===== src/rtl/ex_muldiv.sv =====
// Iterative MIPS-style HI/LO multiply/divide unit for the EX stage (34 edges per operation).
// Optional MULDIV_FAST_MUL_EN: MULT/MULTU complete in one cycle on a combinational multiplier.
module ex_muldiv (
    input  logic        clk,
    input  logic        reset,
    input  logic        start,
    input  logic [1:0]  op,
    input  logic [31:0] src_a,
    input  logic [31:0] src_b,
    input  logic        flush,
    input  logic        hi_we,
    input  logic        lo_we,
    input  logic [31:0] wdata,
    output logic [31:0] hi,
    output logic [31:0] lo,
    output logic        busy,
    output logic        stall,
    output logic        done,
    output logic        div_by_zero
);

    typedef enum logic [1:0] {IDLE, CALC, FIX} state_t;

    state_t      state_reg, state_next;
    logic [4:0]  count_reg;
    logic [31:0] acc_hi_reg, acc_lo_reg, operand_reg;
    logic        is_div_reg, neg_res_reg, neg_rem_reg;
    logic [31:0] hi_reg, lo_reg;
    logic        done_reg, dbz_reg;

    logic        op_div, op_signed;
    logic [31:0] mag_a, mag_b;
    logic        accept, div_zero, fast_mul, begin_calc, fix_write;

    assign op_div    = op[1];
    assign op_signed = ~op[0];
    assign mag_a     = (op_signed && src_a[31]) ? -src_a : src_a;
    assign mag_b     = (op_signed && src_b[31]) ? -src_b : src_b;
    assign accept    = (state_reg == IDLE) && start && !flush;
    assign div_zero  = accept && op_div && (src_b == 32'd0);

`ifdef MULDIV_FAST_MUL_EN
    logic [63:0] ext_a, ext_b, fast_prod;
    assign ext_a     = op_signed ? {{32{src_a[31]}}, src_a} : {32'd0, src_a};
    assign ext_b     = op_signed ? {{32{src_b[31]}}, src_b} : {32'd0, src_b};
    assign fast_prod = ext_a * ext_b;
    assign fast_mul  = accept && !op_div;
`else
    assign fast_mul  = 1'b0;
`endif

    assign begin_calc = accept && !div_zero && !fast_mul;
    assign fix_write  = (state_reg == FIX) && !flush;

    always_comb begin
        state_next = state_reg;
        case (state_reg)
            IDLE:    if (begin_calc) state_next = CALC;
            CALC:    if (flush) state_next = IDLE;
                     else if (count_reg == 5'd31) state_next = FIX;
            FIX:     state_next = IDLE;
            default: state_next = IDLE;
        endcase
    end

    // Multiply: shift-add with the multiplier shifting out of acc_lo and the product filling in from the top.
    logic [32:0] add_sum;
    logic [31:0] mul_hi_next, mul_lo_next;
    assign add_sum     = {1'b0, acc_hi_reg} + (acc_lo_reg[0] ? {1'b0, operand_reg} : 33'd0);
    assign mul_hi_next = add_sum[32:1];
    assign mul_lo_next = {add_sum[0], acc_lo_reg[31:1]};

    // Divide: restoring; acc_hi is the partial remainder, acc_lo shifts dividend out and quotient in.
    logic [32:0] shifted;
    logic [33:0] diff;
    logic [31:0] div_hi_next, div_lo_next;
    assign shifted     = {acc_hi_reg, acc_lo_reg[31]};
    assign diff        = {1'b0, shifted} - {2'b00, operand_reg};
    assign div_hi_next = diff[33] ? shifted[31:0] : diff[31:0];
    assign div_lo_next = {acc_lo_reg[30:0], ~diff[33]};

    logic [63:0] prod_raw, prod_fix;
    logic [31:0] quot_fix, rem_fix;
    assign prod_raw = {acc_hi_reg, acc_lo_reg};
    assign prod_fix = neg_res_reg ? -prod_raw : prod_raw;
    assign quot_fix = neg_res_reg ? -acc_lo_reg : acc_lo_reg;
    assign rem_fix  = neg_rem_reg ? -acc_hi_reg : acc_hi_reg;

    always_ff @(posedge clk or negedge reset) begin
        if (!reset) begin
            state_reg   <= IDLE;
            count_reg   <= 5'd0;
            acc_hi_reg  <= 32'd0;
            acc_lo_reg  <= 32'd0;
            operand_reg <= 32'd0;
            is_div_reg  <= 1'b0;
            neg_res_reg <= 1'b0;
            neg_rem_reg <= 1'b0;
            hi_reg      <= 32'd0;
            lo_reg      <= 32'd0;
            done_reg    <= 1'b0;
            dbz_reg     <= 1'b0;
        end else begin
            state_reg <= state_next;
            done_reg  <= 1'b0;
            dbz_reg   <= 1'b0;
            if (state_reg == IDLE) begin
                if (hi_we) hi_reg <= wdata;
                if (lo_we) lo_reg <= wdata;
            end
            if (begin_calc) begin
                acc_hi_reg  <= 32'd0;
                acc_lo_reg  <= mag_a;
                operand_reg <= mag_b;
                count_reg   <= 5'd0;
                is_div_reg  <= op_div;
                neg_res_reg <= op_signed && (src_a[31] ^ src_b[31]);
                neg_rem_reg <= op_signed && src_a[31];
            end
            if (div_zero) begin
                done_reg <= 1'b1;
                dbz_reg  <= 1'b1;
            end
`ifdef MULDIV_FAST_MUL_EN
            // Placed after the MTHI/MTLO writes so a same-cycle product wins.
            if (fast_mul) begin
                hi_reg   <= fast_prod[63:32];
                lo_reg   <= fast_prod[31:0];
                done_reg <= 1'b1;
            end
`endif
            if (state_reg == CALC) begin
                count_reg  <= count_reg + 5'd1;
                acc_hi_reg <= is_div_reg ? div_hi_next : mul_hi_next;
                acc_lo_reg <= is_div_reg ? div_lo_next : mul_lo_next;
            end
            if (fix_write) begin
                hi_reg   <= is_div_reg ? rem_fix  : prod_fix[63:32];
                lo_reg   <= is_div_reg ? quot_fix : prod_fix[31:0];
                done_reg <= 1'b1;
            end
        end
    end

    assign hi          = hi_reg;
    assign lo          = lo_reg;
    assign busy        = (state_reg != IDLE);
    assign stall       = busy | (start & ~flush);
    assign done        = done_reg;
    assign div_by_zero = dbz_reg;

endmodule


===== config.mk =====
export PLATFORM = sky130hd
export DESIGN_NAME = ex_muldiv
export DESIGN_NICKNAME = d
export VERILOG_FILES = /design/src/rtl/ex_muldiv.sv
export SDC_FILE = /design/constraint.sdc
export NUM_CORES = 1
export LEC_CHECK = 0
export CAP_MARGIN = 20
export CORE_AREA = 2 2 198 200
export CTS_CLUSTER_DIAMETER = 100
export DETAILED_ROUTE_END_ITERATION = 12
export DIE_AREA = 0 0 200 202
export GPL_TIMING_DRIVEN = 0
export PLACE_DENSITY_LB_ADDON = 0.12
export SYNTH_ARGS = -nofsm -noshare
export SYNTH_HDL_FRONTEND = slang
export SYNTH_SLANG_ARGS = --single-unit

===== constraint.sdc =====
create_clock -name clk -period 6.1 [get_ports clk]
set_input_delay 1.22 -clock clk [delete_from_list [all_inputs] [get_ports clk]]
set_output_delay 1.22 -clock clk [all_outputs]
set_load 0.02 [all_outputs]

==> results.yml, run 1 <==
cts:
  cts_sinks: 172
  path_clk_slew_ns: 0.07
  post_cts_resized: 0
  clk-insertion-delay-late_ns: 0.47
  cts_buffer_depth: 2
  cts_root_buf: "clkbuf_16"
  cts_htree_levels: 4
  cts_tree: "yes"
  cts_buffers: 17
  cts_hold_buffers: 0
  post_cts_buffers: 0
worst_setup_path:
  required_ns: 6.45
  cpMostUsedCell: "a21oi_1"
  worst-path-buf-inv: 2
  critical-path-top-delay-family: "compound AO/OA/AOI/OAI gates"
  cp_slowest_cell: "o41ai_1"
  arrival_ns: 5.23
  cp_max_fo: 10
  start_kind: "flip-flop"
  path_cells: "inv_1 -> clkbuf_1 -> nor2_1 -> ha_1 -> a21oi_1 -> o211ai_1 -> a211oi_1 -> a21oi_1 -> o41ai_1 -> o21ai_0 -> nand4_1 -> nand3_1 -> a32o_1"
  path_class: "flip-flop to flip-flop"
  cp-end-kind: "flip-flop"
  critPathMaxStageDelay_ns: 0.88
final_layout:
  final_nets: 2190
  diodes: 0
  syn_to_final_growth_pct: 20.39
  drive_gt1_share_pct: 4.292
  instances_no_fill: 2545
timing:
  slew_violations: 0
  min_period_over_period_pct: 79.89
  rsz0062_at_grt: "no"
  setup_violations: 0
  max_slew_margin_pct: 36.05
  tightest_slew_ns: 0.9557
  fin_crit_ns: 4.873
  max_freq_mhz: 205.2
  hold_viol_final: 0
  fin_worst_skew_ns: 0.02321
route:
  avgRoutedWirePerCell_um: 21.53
  vias: 14480
  drt_iter0_drc: 1111
  drc: 0
  ant_nets: 0
  drt_first_pass_iters: 5
  drt-total-wl_um: 54800
  viasPerCell: 5.690
yosys:
  seq_area_frac_synth_pct: 29.31
  synthTopCellsByArea: "dfrtp_1 (29%), mux2i_1 (6.0%), o21ai_0 (6.0%)"
  synth_ff_type: "dfrtp_1"
  synth_top_cell_by_area: "dfrtp_1"
  synth_edf_count: 0
  synth_area_um2: 14680
  synth_most_common_cell: "nand2_1"
  synth_nets: 1999
  yosys_warnings: 0
  synth_cells: 1823
  synth_common_cells: "nand2_1 (183), o21ai_0 (176), dfrtp_1 (172)"
  async_reset_ff_share_pct: 100.0
  avgSynthCellArea_um2: 8.054
  yosys.area.top_type_share_pct: 29.31
  synth_seq_cells: 172
  synth_cell_type_count: 81
global_routing:
  globalRouteMet3Util_pct: 3.704
  overflow: 0
  grtUsageMet1_pct: 34.88
  antenna_found_initial: 0
  grt_pass1_wl_um: 84110
  grt_max_degree: 99
  grt_pass1_vias: 14380
  grtUsageMet2_pct: 47.33
  grt_usage_pct: 27.38
  gr-max-usage-layer: "met2"
power:
  leakage_uw: 0.007203
  power_uw: 7478
  ir_worst_vdd_mv: 0.2013
  power_density_nw_per_um2: 423.0
place:
  hpwlAfterDp_um: 44080
  dp.cells: 2513
  io_buffers: 171
  gp_congestion: 0.9749
die:
  die_w_um: 200
  die_area_um2: 40400
  start_util_pct: 38.35
  ios: 172
  die_h_um: 202
  num_rows: 72
  core_um2: 38290
hold_path:
  hp-class: "flip-flop to flip-flop"
run_status:
  status: "finished clean"
flow_run:
  cap_violations: 0
logic make-up (layout without fill, tap and decap cells):
| kind of cell | after synthesis | in the layout | share of synthesized area (%) |
|---|---|---|---|
| AOI/OAI and AO/OA | 583 | 583 | 25.45 |
| xor gates and xnor gates | 163 | 163 | 9.723 |
| adders and majority gates | 72 | 72 | 6.238 |
| buffers and inverters | 179 | 383 | 4.917 |
| DFF | 172 | 172 | 29.31 |
| muxes | 89 | 89 | 6.076 |
| and+or+nand+nor | 565 | 565 | 18.28 |
final cells by class:
| cell class | count | area (µm²) |
|---|---|---|
| plain buffers | 114 | 478.0 |
| clock buffers | 19 | 452.9 |
| clock inverters | 13 | 148.9 |
| fillers | 3811 | 20610 |
| inverters | 65 | 244.0 |
| multi-input cells | 1472 | 9657 |
| flip-flops and latches | 172 | 4304 |
| well taps | 518 | 648.1 |
| repair buffers | 172 | 1744 |
stage by stage:
stage / hold WS [ns] / TNS (ns) / instance area [µm²] / util, % / worst slack, ns
after floorplan: 0.4498 / 0 / 14680 / - / 2.596
after global placement: 0.4655 / -631.06 / 17040 / 44.51 / -3.702
after detailed placement: 0.4713 / 0 / 17080 / 44.60 / 1.375
after CTS: 0.4876 / 0 / 17680 / 46.17 / 1.339
after global routing: 0.5133 / 0 / 17680 / 46.17 / 1.032
final: 0.4812 / 0 / 17680 / 46.17 / 1.227
routing by layer:
metal	routed length, µm	share of wire [%]
met3	3003	5.5
met2	26580	48
met5	0	0
met4	1585	2.9
met1	23630	43
cells in the final DEF, fill, tap and decap left out, drive strengths merged, types with 6 or more instances in the layout:
master         synthesis  routed
buf                   33      35
ha                    70      70
a221o                  6       6
o31ai                 20      20
o211ai                13      13
inv                   65      71
dfrtp                172     172
clkbuf                81     100
or3                   18      18
nor2                 161     161
nand2                184     184
xor2                  75      75
and3                  15      15
xnor2                 88      88
nor3                  39      39
o2111ai                8       8
nand4                 17      17
a22oi                 10      10
and2                   9       9
nor4                  20      20
a211oi                62      62
a22o                   6       6
clkdlybuf4s50          0     170
nor3b                  6       6
nand2b                16      16
o21a                   8       8
nand3                 25      25
a31oi                 16      16
or4                   10      10
o21bai                10      10
o21ai                179     179
a21oi                148     148
mux2i                 88      88
a21o                  37      37
nor2b                 29      29
o41ai                 18      18
where the power goes:
group / internal, µW / switching (µW) / total (µW)
sequential: 1430 / 468 / 1900
combinational: 1730 / 2680 / 4410
clock: 633 / 532 / 1160
worst register-to-register path, delay by kind of cell, from the launching register on:
kind,cells,cell delay (ns)
AOI/OAI and AO/OA,7,2.68
adders and majority gates,1,0.38
buffers and inverters,2,0.77
DFF,1,0.57
and+or+nand+nor,3,0.35
worst paths after layout:
| path | cells after the start | slack, ns | from | endpoint |
|---|---|---|---|---|
| setup / recovery | 13 | 1.23 | acc_lo_reg[0] | acc_hi_reg[31] |
| min in group asynchronous | 1 | 0.70 | reset | acc_lo_reg[13] |
| max in group asynchronous | 2 | 4.50 | reset | acc_hi_reg[28] |
| hold / removal | 2 | 0.48 | operand_reg[21] | operand_reg[21] |
| setup reg to reg | 13 | 1.23 | acc_lo_reg[0] | acc_hi_reg[31] |
| hold reg to reg | 2 | 0.48 | operand_reg[21] | operand_reg[21] |
(Power assumes the default switching activity.)
==> run 2, diff against run 1 <==
Clock period 6.1 ns to 5.1 ns, I/O delays scaled along.
==> results of run 2 <==
Same layout as run 1 (identical final DEF). Status: finished clean.
Main changes from that run: setup slack after placement 1.375 ns -> 0.3754 ns; setup slack after layout 1.227 ns -> 0.2269 ns; register-to-register setup slack 1.23 ns -> 0.23 ns; total power 7478 µW -> 8944 µW; worst IR drop on VDD 0.2013 mV -> 0.2408 mV
==> run 3, diff against run 2 <==
Clock period 5.1 ns to 4.6 ns, I/O delays scaled along.
==> run 3 against run 2 <==
Register-to-register slack hardly changed. Via count is 0.21% higher. Final area is 0.13% higher. Total power is 11% higher. Sequential cell count stayed put. First-iteration DRC count is 1.5% higher. Largest power group unchanged. Utilization is 0.059 points higher. Sequential power is 11% higher. Largest cell class unchanged. Non-clock buffer count stayed put. Critical path depth stayed put.
==> results.yml, run 3 (synthesis gave the netlist of run 1 again) <==
run_status:
  status: "finished clean"
timing:
  fin_worst_skew_ns: 0.02208
  holdWs_ns: 0.4068
  max_slew_margin_pct: 36.15
  fin_crit_ns: 4.386
  tightest_slew_ns: 0.9489
  max_freq_mhz: 228.0
  min_period_over_period_pct: 95.35
  rsz0062_at_grt: "no"
  slew_violations: 0
  setup_violations: 0
  hold_viol_final: 0
global_routing:
  grt_pass1_wl_um: 84120
  overflow: 0
  grt_usage_pct: 27.38
  grt_max_degree: 99
  antenna_found_initial: 0
  grt_pass1_vias: 14380
worst_setup_path:
  r2r_slack_ns: 0.21
  cp-endpoint: "acc_hi_reg[30]"
  cp-end-kind: "flip-flop"
  crit_path_start: "acc_lo_reg[0]"
  worst-path-buf-inv: 2
  reg2reg_to: "acc_hi_reg[30]"
  required_ns: 4.95
  cp.depth: 13
  path_cells: "inv_1 -> clkbuf_2 -> nor2_1 -> ha_1 -> a211oi_1 -> nor2_1 -> o41ai_2 -> a31oi_1 -> a21bo_2 -> a221oi_1 -> mux2i_1 -> o221ai_1 -> a221o_1"
  critPathMaxStageDelay_ns: 0.64
  cp_max_fo: 10
  cpMostUsedCell: "nor2_1"
  critical-path-top-delay-family: "compound AO/OA/AOI/OAI gates"
  start_kind: "flip-flop"
  reg2reg_depth: 13
  path_class: "flip-flop to flip-flop"
  cp_slowest_cell: "dfrtp_1"
  rr_startpoint: "acc_lo_reg[0]"
  arrival_ns: 4.73
die:
  start_util_pct: 38.35
  die_area_um2: 40400
  num_rows: 72
  ios: 172
  core_um2: 38290
  die_h_um: 202
  die_w_um: 200
place:
  io_buffers: 171
  hpwlAfterDp_um: 44080
  gp_congestion: 0.9749
power:
  leakage_uw: 0.007224
  ir_worst_vdd_mv: 0.2633
  power_uw: 9929
  power_density_nw_per_um2: 561.0
hold_path:
  hp-class: "input pin to asynchronous set/reset pin"
final_layout:
  final_nets: 2190
  final_cell_mix: "nand2_1 (183), o21ai_0 (176), dfrtp_1 (172)"
  final_core_util_pct: 46.23
  drive_gt1_share_pct: 4.489
  syn_to_final_growth_pct: 20.55
  layout_commonest_cell: "nand2_1"
  diodes: 0
cts:
  cts_buffer_depth: 2
  cts_buffers: 17
  cts_root_buf: "clkbuf_16"
  clk-insertion-delay-late_ns: 0.47
  cts_sinks: 172
  cts_tree: "yes"
  path_clk_slew_ns: 0.07
  cts_htree_levels: 4
route:
  drc: 0
  drt_first_pass_iters: 6
  drt_iter0_drc: 1128
  drt-total-wl_um: 54860
  avgRoutedWirePerCell_um: 21.55
  viasPerCell: 5.702
  ant_nets: 0
  vias: 14510
flow_run:
  cap_violations: 0
-- run 3: cell counts in the layout (fill, tap and decap cells not counted) --
Identical to the previous run, type by type.
-- run 3: worst min path at each step --
stage / start / endpoint / slack [ns]
3_5_place_dp: operand_reg[21] / operand_reg[21] / 0.47
6_report: reset / acc_lo_reg[13] / 0.41
4_1_cts: reset / acc_lo_reg[13] / 0.44
2_1_floorplan: operand_reg[15] / operand_reg[15] / 0.45
5_1_grt: reset / acc_lo_reg[13] / 0.46
3_3_place_gp: operand_reg[15] / operand_reg[15] / 0.47
-- run 3: where the power goes --
group / internal, µW / total (µW) / switching (µW) / leakage, µW
Sequential: 1900 / 2520 / 622 / 0.00208
Clock: 840 / 1540 / 703 / 0.000288
Combinational: 2300 / 5860 / 3570 / 0.00485
-- run 3: what timing repair did --
action	CTS	global route
buffers inserted	0	0
hold buffers	0	0
gates resized for setup	2	3
endpoints found under the setup margin	4	7
pin swaps	0	0
-- run 3: per-layer routing --
| layer | GRT usage, % | part of all wire [%] | up-vias |
|---|---|---|---|
| met5 | 0 | 0 | - |
| met2 | 47.33 | 48 | 460 |
| met3 | 3.704 | 4.7 | 81 |
| li1 | - | - | 6985 |
| met4 | 9.339 | 3.0 | 0 |
| met1 | 34.88 | 44 | 6985 |
-- run 3: final cells by class --
type	count	area, µm²
buffer	114	479.2
clock buffer	19	452.9
clock inverter	13	148.9
fill	3808	20590
inverter	65	244.0
multi-input combinational	1472	9678
sequential	172	4304
tap	518	648.1
timing repair buffer	172	1744
-- run 3: worst register-to-register path, stage by stage (launching register included) --
cell      delay, ns
dfrtp_1        0.64
inv_1          0.29
clkbuf_2       0.27
nor2_1         0.16
ha_1           0.30
a211oi_1       0.25
nor2_1         0.13
o41ai_2        0.47
a31oi_1        0.31
a21bo_2        0.34
a221oi_1       0.41
mux2i_1        0.24
o221ai_1       0.13
a221o_1        0.32
-- run 3: per-stage QoR --
step	area (µm²)	setup WS [ns]	cells	setup TNS (ns)
floorplan	14680	1.178	1823	0
global placement	17040	-4.902	2512	-837.68
detailed placement	17080	-0.1246	2513	-0.3276
CTS	17690	0.1320	2545	0
global route	17700	0.008128	2545	0
finish	17700	0.2139	2545	0
